## src/rtl/pipe_pkg.sv

```systemverilog
// Shared pipeline-stage definitions: stage-register state and per-stage bundle widths.
package pipe_pkg;

  // The encoding equals the number of held entries.
  typedef enum logic [1:0] {
    PS_EMPTY = 2'd0,
    PS_FULL  = 2'd1,
    PS_SKID  = 2'd2
  } ps_state_e;

  // Payload widths of the packed stage bundles (control, PC, operands, register IDs).
  localparam int unsigned IdExeW  = 150;
  localparam int unsigned ExeMemW = 110;
  localparam int unsigned MemWbW  = 72;

  // Number of entries held in a given state.
  function automatic logic [1:0] ps_occupancy(input ps_state_e s);
    logic [1:0] occ;
    occ = 2'd0;
    unique case (s)
      PS_EMPTY: occ = 2'd0;
      PS_FULL:  occ = 2'd1;
      PS_SKID:  occ = 2'd2;
      default:  occ = 2'd0;
    endcase
    return occ;
  endfunction

endpackage

```

## src/rtl/pipe_stage_reg_if.sv

```systemverilog
// Valid/ready handshake bundle of one pipeline stage register.
interface pipe_stage_reg_if #(
  parameter int unsigned DATA_W = 150
) ();
  logic              in_valid;
  logic              in_ready;
  logic [DATA_W-1:0] in_data;
  logic              out_valid;
  logic              out_ready;
  logic [DATA_W-1:0] out_data;
  logic [1:0]        occupancy;

  // Environment side: drives upstream data and downstream ready.
  modport master (
    output in_valid, in_data, out_ready,
    input  in_ready, out_valid, out_data, occupancy
  );

  // Stage register side.
  modport slave (
    input  in_valid, in_data, out_ready,
    output in_ready, out_valid, out_data, occupancy
  );
endinterface

```

## src/rtl/pipe_stage_reg.sv

```systemverilog
// Pipeline stage register with valid/ready handshake, flush and optional skid entry.
module pipe_stage_reg
  import pipe_pkg::*;
#(
  parameter int unsigned DATA_W = 150,
  parameter bit          SKID   = 1'b1
) (
  input  logic            clk,
  input  logic            rst,
  input  logic            flush,
  pipe_stage_reg_if.slave bus
);

  ps_state_e         r_state;
  logic [DATA_W-1:0] r_main;
  logic [DATA_W-1:0] w_skid_q;
  logic              w_in_ready;
  logic              w_out_valid;
  logic              w_accept;
  logic              w_pop;

  assign w_out_valid = (r_state != PS_EMPTY);
  assign w_accept    = bus.in_valid & w_in_ready;
  assign w_pop       = w_out_valid & bus.out_ready;

  assign bus.in_ready  = w_in_ready;
  assign bus.out_valid = w_out_valid;
  assign bus.out_data  = r_main;
  assign bus.occupancy = ps_occupancy(r_state);

  if (SKID) begin : g_skid
    logic [DATA_W-1:0] r_skid;
    logic              w_skid_push;
    logic              w_skid_pop;

    // Ready comes from state flops only, so no combinational path from out_ready.
    assign w_in_ready  = (r_state != PS_SKID);
    assign w_skid_push = (r_state == PS_FULL) & w_accept & ~w_pop;
    assign w_skid_pop  = (r_state == PS_SKID) & w_pop;
    assign w_skid_q    = r_skid;

    // Skid entry: captures the one in-flight word on a stall, zeroed whenever it empties.
    always_ff @(posedge clk or posedge rst) begin
      if (rst) begin
        r_skid <= '0;
      end else if (flush || w_skid_pop) begin
        r_skid <= '0;
      end else if (w_skid_push) begin
        r_skid <= bus.in_data;
      end
    end
  end else begin : g_no_skid
    // Single entry: accept only when empty or when the head leaves this cycle.
    assign w_in_ready = ~w_out_valid | bus.out_ready;
    assign w_skid_q   = '0;
  end

  // Stage FSM and head entry; main is zeroed on every entry into EMPTY.
  always_ff @(posedge clk or posedge rst) begin
    if (rst) begin
      r_state <= PS_EMPTY;
      r_main  <= '0;
    end else if (flush) begin
      r_state <= PS_EMPTY;
      r_main  <= '0;
    end else begin
      unique case (r_state)
        PS_EMPTY: begin
          if (w_accept) begin
            r_state <= PS_FULL;
            r_main  <= bus.in_data;
          end
        end
        PS_FULL: begin
          if (w_accept && w_pop) begin
            r_main <= bus.in_data;
          end else if (w_accept) begin
            // Only reachable with a skid entry; without one, accept implies pop.
            if (SKID) begin
              r_state <= PS_SKID;
            end
          end else if (w_pop) begin
            r_state <= PS_EMPTY;
            r_main  <= '0;
          end
        end
        PS_SKID: begin
          if (w_pop) begin
            r_state <= PS_FULL;
            r_main  <= w_skid_q;
          end
        end
        default: begin
          r_state <= PS_EMPTY;
          r_main  <= '0;
        end
      endcase
    end
  end

endmodule

```

## src/flat_wrapper.sv

```systemverilog
// flat-port wrapper written by rule: the top's interface ports become plain ports
module pipe_stage_reg_flat import pipe_pkg::*;
#(
  parameter int unsigned DATA_W = 150,
  parameter bit          SKID   = 1'b1
)
  (clk, rst, flush, bus_in_valid, bus_in_data, bus_out_ready, bus_in_ready, bus_out_valid, bus_out_data, bus_occupancy);
  pipe_stage_reg_if #(.DATA_W(DATA_W)) bus_i ();
  input  logic clk;
  input  logic rst;
  input  logic flush;
  input wire logic [$bits(bus_i.in_valid)-1:0] bus_in_valid;
  input wire logic [$bits(bus_i.in_data)-1:0] bus_in_data;
  input wire logic [$bits(bus_i.out_ready)-1:0] bus_out_ready;
  output wire logic [$bits(bus_i.in_ready)-1:0] bus_in_ready;
  output wire logic [$bits(bus_i.out_valid)-1:0] bus_out_valid;
  output wire logic [$bits(bus_i.out_data)-1:0] bus_out_data;
  output wire logic [$bits(bus_i.occupancy)-1:0] bus_occupancy;
  assign bus_i.in_valid = bus_in_valid;
  assign bus_i.in_data = bus_in_data;
  assign bus_i.out_ready = bus_out_ready;
  assign bus_in_ready = bus_i.in_ready;
  assign bus_out_valid = bus_i.out_valid;
  assign bus_out_data = bus_i.out_data;
  assign bus_occupancy = bus_i.occupancy;
  pipe_stage_reg #(.DATA_W(DATA_W), .SKID(SKID)) u_core (.clk(clk), .rst(rst), .flush(flush), .bus(bus_i));
endmodule
```

## config.mk

```make
export PLATFORM = sky130hd
export DESIGN_NAME = pipe_stage_reg_flat
export DESIGN_NICKNAME = d
export VERILOG_FILES = /design/src/rtl/pipe_pkg.sv /design/src/rtl/pipe_stage_reg_if.sv /design/src/rtl/pipe_stage_reg.sv /design/src/flat_wrapper.sv
export SDC_FILE = /design/constraint.sdc
export NUM_CORES = 1
export LEC_CHECK = 0
export ABC_CLOCK_PERIOD_IN_PS = 19900
export CAP_MARGIN = 40
export CORE_MARGIN = 1
export CORE_UTILIZATION = 55
export DETAILED_ROUTE_END_ITERATION = 10
export PLACE_DENSITY = 0.86
export SYNTH_ARGS = -nofsm -noshare
export SYNTH_HDL_FRONTEND = slang
export SYNTH_SLANG_ARGS = --single-unit
```

## constraint.sdc

```tcl
create_clock -name clk -period 19.9 [get_ports clk]
set_clock_uncertainty 0.15 [all_clocks]
set_input_delay 2.985 -clock clk [delete_from_list [all_inputs] [get_ports clk]]
set_output_delay 2.985 -clock clk [all_outputs]
set_load 0.01 [all_outputs]
```

## After elaboration in Yosys (flattened, before gate mapping)

Index checks and enable logic that the tools add are counted.

- Equal/unequal tests: 9
- Muxes and demuxes: 17
- Bitwise gates (word level): 6
- Reduce and logical (&&, ||, !) cells: 7

Operator list:

| operator | count |
|---|---|
| $mux 150 | 8 |
| $pmux 150 s3 | 1 |
| $mux 2 | 6 |
| $reduce_and 4->1 | 2 |
| $ne 3x2->1 const B | 2 |
| $pmux 2 s3 | 1 |
| $and 1x1->1 | 5 |
| $ne 4x2->1 const B | 1 |
| $ne 4x3->1 const B | 1 |
| $ne 4x4->1 const B | 1 |
| $pmux 2 s2 | 1 |
| $reduce_bool 2->1 | 2 |
| $ne 3x3->1 const B | 1 |
| $eq 2x1->1 const B | 1 |
| $eq 2x2->1 const B | 1 |
| $logic_not 2->1 | 1 |
| $ne 2x2->1 const B | 1 |
| $logic_and 1x1->1 | 1 |
| $logic_or 1x1->1 | 1 |
| $not 1->1 | 1 |

- Register bits: 302
- Input port bits: 155
- Output and inout port bits: 154
- Logic and storage cells: 42

## Logic depth before layout (Yosys ltp)

- Depth after elaboration: 7
- Depth in mapped cells: 7

## Worst setup path before layout

Ideal clock, no wire load.

- Path type: reg2out
- Start point: register u_core.r_state[1]
- End point: output port bus_out_valid
- Arrival: 1.298 ns
- Data required time: 16.765 ns
- Setup slack: 15.467 ns
- Stages on the path, launching flop included: 6
- Path buffers: 4
- Path through: dfrtp_1 buf_4 buf_4 buf_2 buf_2 or2_2

- Cells in the longest elaborated chain, start to end: 1

RTL lines:

| item | RTL line | source |
|---|---|---|
| from (decl) | pipe_stage_reg.sv:14 | `ps_state_e r_state;` |
| from (signal assigned) | pipe_stage_reg.sv:61 | `r_state <= PS_EMPTY;` |
| from (signal assigned) | pipe_stage_reg.sv:64 | `r_state <= PS_EMPTY;` |
| from (signal assigned) | pipe_stage_reg.sv:70 | `r_state <= PS_FULL;` |
| $reduce_bool 2->1 | pipe_stage_reg.sv:22 | `assign w_out_valid = (r_state != PS_EMPTY);` |
| to (decl) | flat_wrapper.sv:16 | `output wire logic [$bits(bus_i.out_valid)-1:0] bus_out_valid;` |

No other way between the ends.

## Worst setup path after layout

- Start point: input port bus_out_ready
- End point: register u_core.g_skid.r_skid[115]

- Cells in the longest elaborated chain, start to end: 4
- Elaborated cells between the ends (all ways): 7
- Those cells by class: 1 x mux; 4 x bitwise; 2 x reduce/logical

RTL lines:

| item | RTL line | source |
|---|---|---|
| from (decl) | flat_wrapper.sv:14 | `input wire logic [$bits(bus_i.out_ready)-1:0] bus_out_ready;` |
| $and 1x1->1 (*) | pipe_stage_reg.sv:24 | `assign w_pop = w_out_valid & bus.out_ready;` |
| $and 1x1->1 or $not 1->1 (tied branches) | pipe_stage_reg.sv:39, pipe_stage_reg.sv:38 |  |
| $logic_or 1x1->1 or $and 1x1->1 (tied branches) | pipe_stage_reg.sv:46, pipe_stage_reg.sv:38 |  |
| $mux 150 or $reduce_bool 2->1 (tied branches) | n/a |  |
| to (signal assigned) | pipe_stage_reg.sv:49 | `r_skid <= bus.in_data;` |
| to (decl) | pipe_stage_reg.sv:32 | `logic [DATA_W-1:0] r_skid;` |

Every way passes the cells marked *; elsewhere a longest branch is shown, timed or not.
A chain may end at the register's enable or synchronous reset.

==> results.toml <==
[die]
start_util_pct = 56.3
ioPinCount = 309
dieWidth_um = 160
die_y_um = 160
coreArea_mm2 = 0.0244
core.rowCount = 57
die_area_mm2 = 0.0256

[place]
dp_worst_setup_slack_ps = 13850
dpl.hpwl_um = 22700
gp_congestion = 0.790
port-buffer-count = 308

[worst_hold_path]
whs_path_depth = 1
hold_class = "register to register"
min_to = "u_core.g_skid.r_skid[88]$_DFFE_PP0P_"
min_from = "u_core.g_skid.r_skid[88]$_DFFE_PP0P_"

[setup_path]
cp.arrival_ps = 5900
cp_slowest_cell = "clkdlybuf4s50_1"
max_stage_delay_ps = 710
rrSetupSlack_ps = 16730
cp.required_ps = 20190
reg2reg_depth = 5
cp_cell_sequence = "clkdlybuf4s50_1 > and4bb_1 > a211oi_4 > buf_4 > buf_4 > buf_16 > a22o_1"
crit_path_start_kind = "primary input"
worstSetupPathType = "primary input to register"
crit-reg2reg-launch = "u_core.r_state[1]$_DFFE_PP0P_"
endpoint_kind = "register"
r2r_end = "u_core.bus.out_data[94]$_DFFE_PP0P_"
crit_path_max_fanout = 72
crit_top_cell = "buf_4"

[yosys]
syn_nets = 1200
async_flop_share_pct = 100
synth_ff_type = "dfrtp_1"
yosysWarnings = 0
netlist_instances = 1045
synth_common_cells = "302 x dfrtp_1, 300 x a22o_1, 151 x mux2i_1, 150 x o2bb2ai_1, 54 x buf_2"
avgSynthCellArea_um2 = 13.1
ys_ff_latch = 302
syn-cell-area_mm2 = 0.0137
yosysUniqueCellTypes = 26
yosysMostFrequentCell = "dfrtp_1"
yosys.area.top_type = "dfrtp_1"
yosys-top-cells-area = "dfrtp_1 55%, a22o_1 19%, mux2i_1 11%"
synth_edf_count = 0
seq_area_frac_synth_pct = 55.0
synth_top_area_share_pct = 55.0

[clocking]
cts_tree = "built"
cts_resized = 0
clkTransAtPathRegs_ps = 60
clockBufferDepth = 3
clk_latency_ps = 500
cts_inserted_buffers = 34
htreeDepth = 2
cts_sinks = 302
cts_setup_buffers = 0
ctsHoldBuffers = 0
cts_root_buffer = "clkbuf_16"

[global_routing]
grt_max_degree = 131
antenna_found_initial = 3
first_global_vias = 10800
track_usage_pct = 29.7
overflow = 0
grt_pass1_wl_um = 61000

[sta]
setup-tns-final_ps = 0
rsz0062_at_grt = "false"
setup_ws_ps = 14290
period_minus_slack_ps = 5610
setup_viol = 0
timing.final.crit_share_pct = 28.2
max_freq_mhz = 178
worst_pin_slew_ps = 1010
slew_violations = 0
hold_viol_final = 0
timing.slew.headroom_pct = 32.4
hold_ws_ps = 352

[drt]
vias = 10800
dr.pass1.iters = 5
drc_errors = 0
wl_per_cell_um = 23.5
ant_nets = 0
vias_per_cell = 6.62
wl_um = 38500
drt_iter0_drc = 1106

[status]
outcome = "completed"

[power_and_ir_drop]
p_per_area_mw_per_mm2 = 84.4
vdd_drop_max_mv = 0.0442
p_leak_nw = 7.61

[layout]
drive_gt1_share_pct = 6.25
area_delta_synth_final_pct = 31.9
fin_nets = 1445

[run]
cap_violations = 0
==> how the worst max path moves through the flow <==
stage | start | end | slack (ps)
finish | bus_out_ready | u_core.g_skid.r_skid[115]$_DFFE_PP0P_ | 14290
global route | bus_out_ready | u_core.g_skid.r_skid[115]$_DFFE_PP0P_ | 14190
CTS | bus_out_ready | u_core.g_skid.r_skid[115]$_DFFE_PP0P_ | 14350
detailed placement | bus_out_ready | u_core.g_skid.r_skid[115]$_DFFE_PP0P_ | 13850
global placement | rst | u_core.bus.out_data[12]$_DFFE_PP0P_ | 13450
floorplan | rst | u_core.bus.out_data[0]$_DFFE_PP0P_ | 8420
==> placed cells by master (no fill, tap or decap) <==
cell type	instances
clkdlybuf4s50_1	308
a22o_1	300
dfrtp_1	300
mux2i_1	151
o2bb2ai_1	150
clkbuf_16	34
buf_4	12
clkbuf_1	8
buf_16	8
clkbuf_8	6
inv_6	3
clkinv_2	3
diode_2	2
nor2b_1	2
nor2_1	2
buf_12	2
dfrtp_4	2
and4bb_1	1
a211oi_4	1
nor2b_4	1
nor4b_1	1
a21o_4	1
nand4bb_1	1
o31ai_4	1
and3b_4	1
nand2_1	1
or3b_2	1
a21oi_1	1
o21ba_2	1
inv_1	1
or2_2	1
inv_8	1
nand3b_1	1
a211oi_1	1
clkinv_8	1
bufinv_16	1
clkinvlp_4	1
==> critical path: cells and delay by family <==
family | cells | cell delay, ps
buf+inv | 4 | 2050
compound gates | 2 | 430
simple gates | 1 | 310
==> kinds of logic (layout without fill, tap and decap cells) <==
family / count (synthesis) / after routing / synth area share, %
AOI/OAI and AO/OA: 456 / 456 / 29.2
buffers and inverters: 123 / 389 / 4.16
DFF: 302 / 302 / 55.0
muxes: 151 / 151 / 11.0
other: 0 / 2 / 0
and+or+nand+nor: 13 / 13 / 0.683
==> power by group <==
group	leakage, nW	internal, mW	switching [mW]
registers	4.12	0.649	0.0281
logic	2.98	0.129	0.126
clock network	0.518	0.352	0.246
==> sequential cells by signal, indices dropped and copies added (netlist names) <==
name                  count
u_core.bus.out_data     150
u_core.g_skid.r_skid    150
u_core.r_state            2
==> metal layers <==
layer	vias to the layer above	global-route usage [%]	wire length, µm
li1	4678	-	-
met1	5538	42.9	16200
met2	560	46.2	18400
met3	63	4.88	2890
met4	2	9.13	908
met5	-	0	13
==> layout make-up <==
class                   count  area, µm²
clock buffers              48        963
diodes                      2       5.00
inverters                   2       15.0
clock inverters             9       95.1
fillers                  1612       6270
flip-flops and latches    302       7560
multi-input cells         620       5640
well taps                 324        405
repair buffers            330       3430
==> stage by stage <==
| step | util (%) | std cells | power (mW) | cell area [µm²] |
|---|---|---|---|---|
| 6_report | 74.3 | 1637 | 1.53 | 18100 |
| 5_1_grt | 74.3 | 1637 | 1.58 | 18100 |
| 4_1_cts | 74.3 | 1635 | 1.54 | 18100 |
| 3_5_place_dp | 69.9 | 1578 | 0.940 | 17100 |
| 3_3_place_gp | 68.9 | 1569 | 0.927 | 16800 |
| 2_1_floorplan | - | 1045 | 0.803 | 13700 |
No activity file was read; power rests on OpenSTA's default activity.
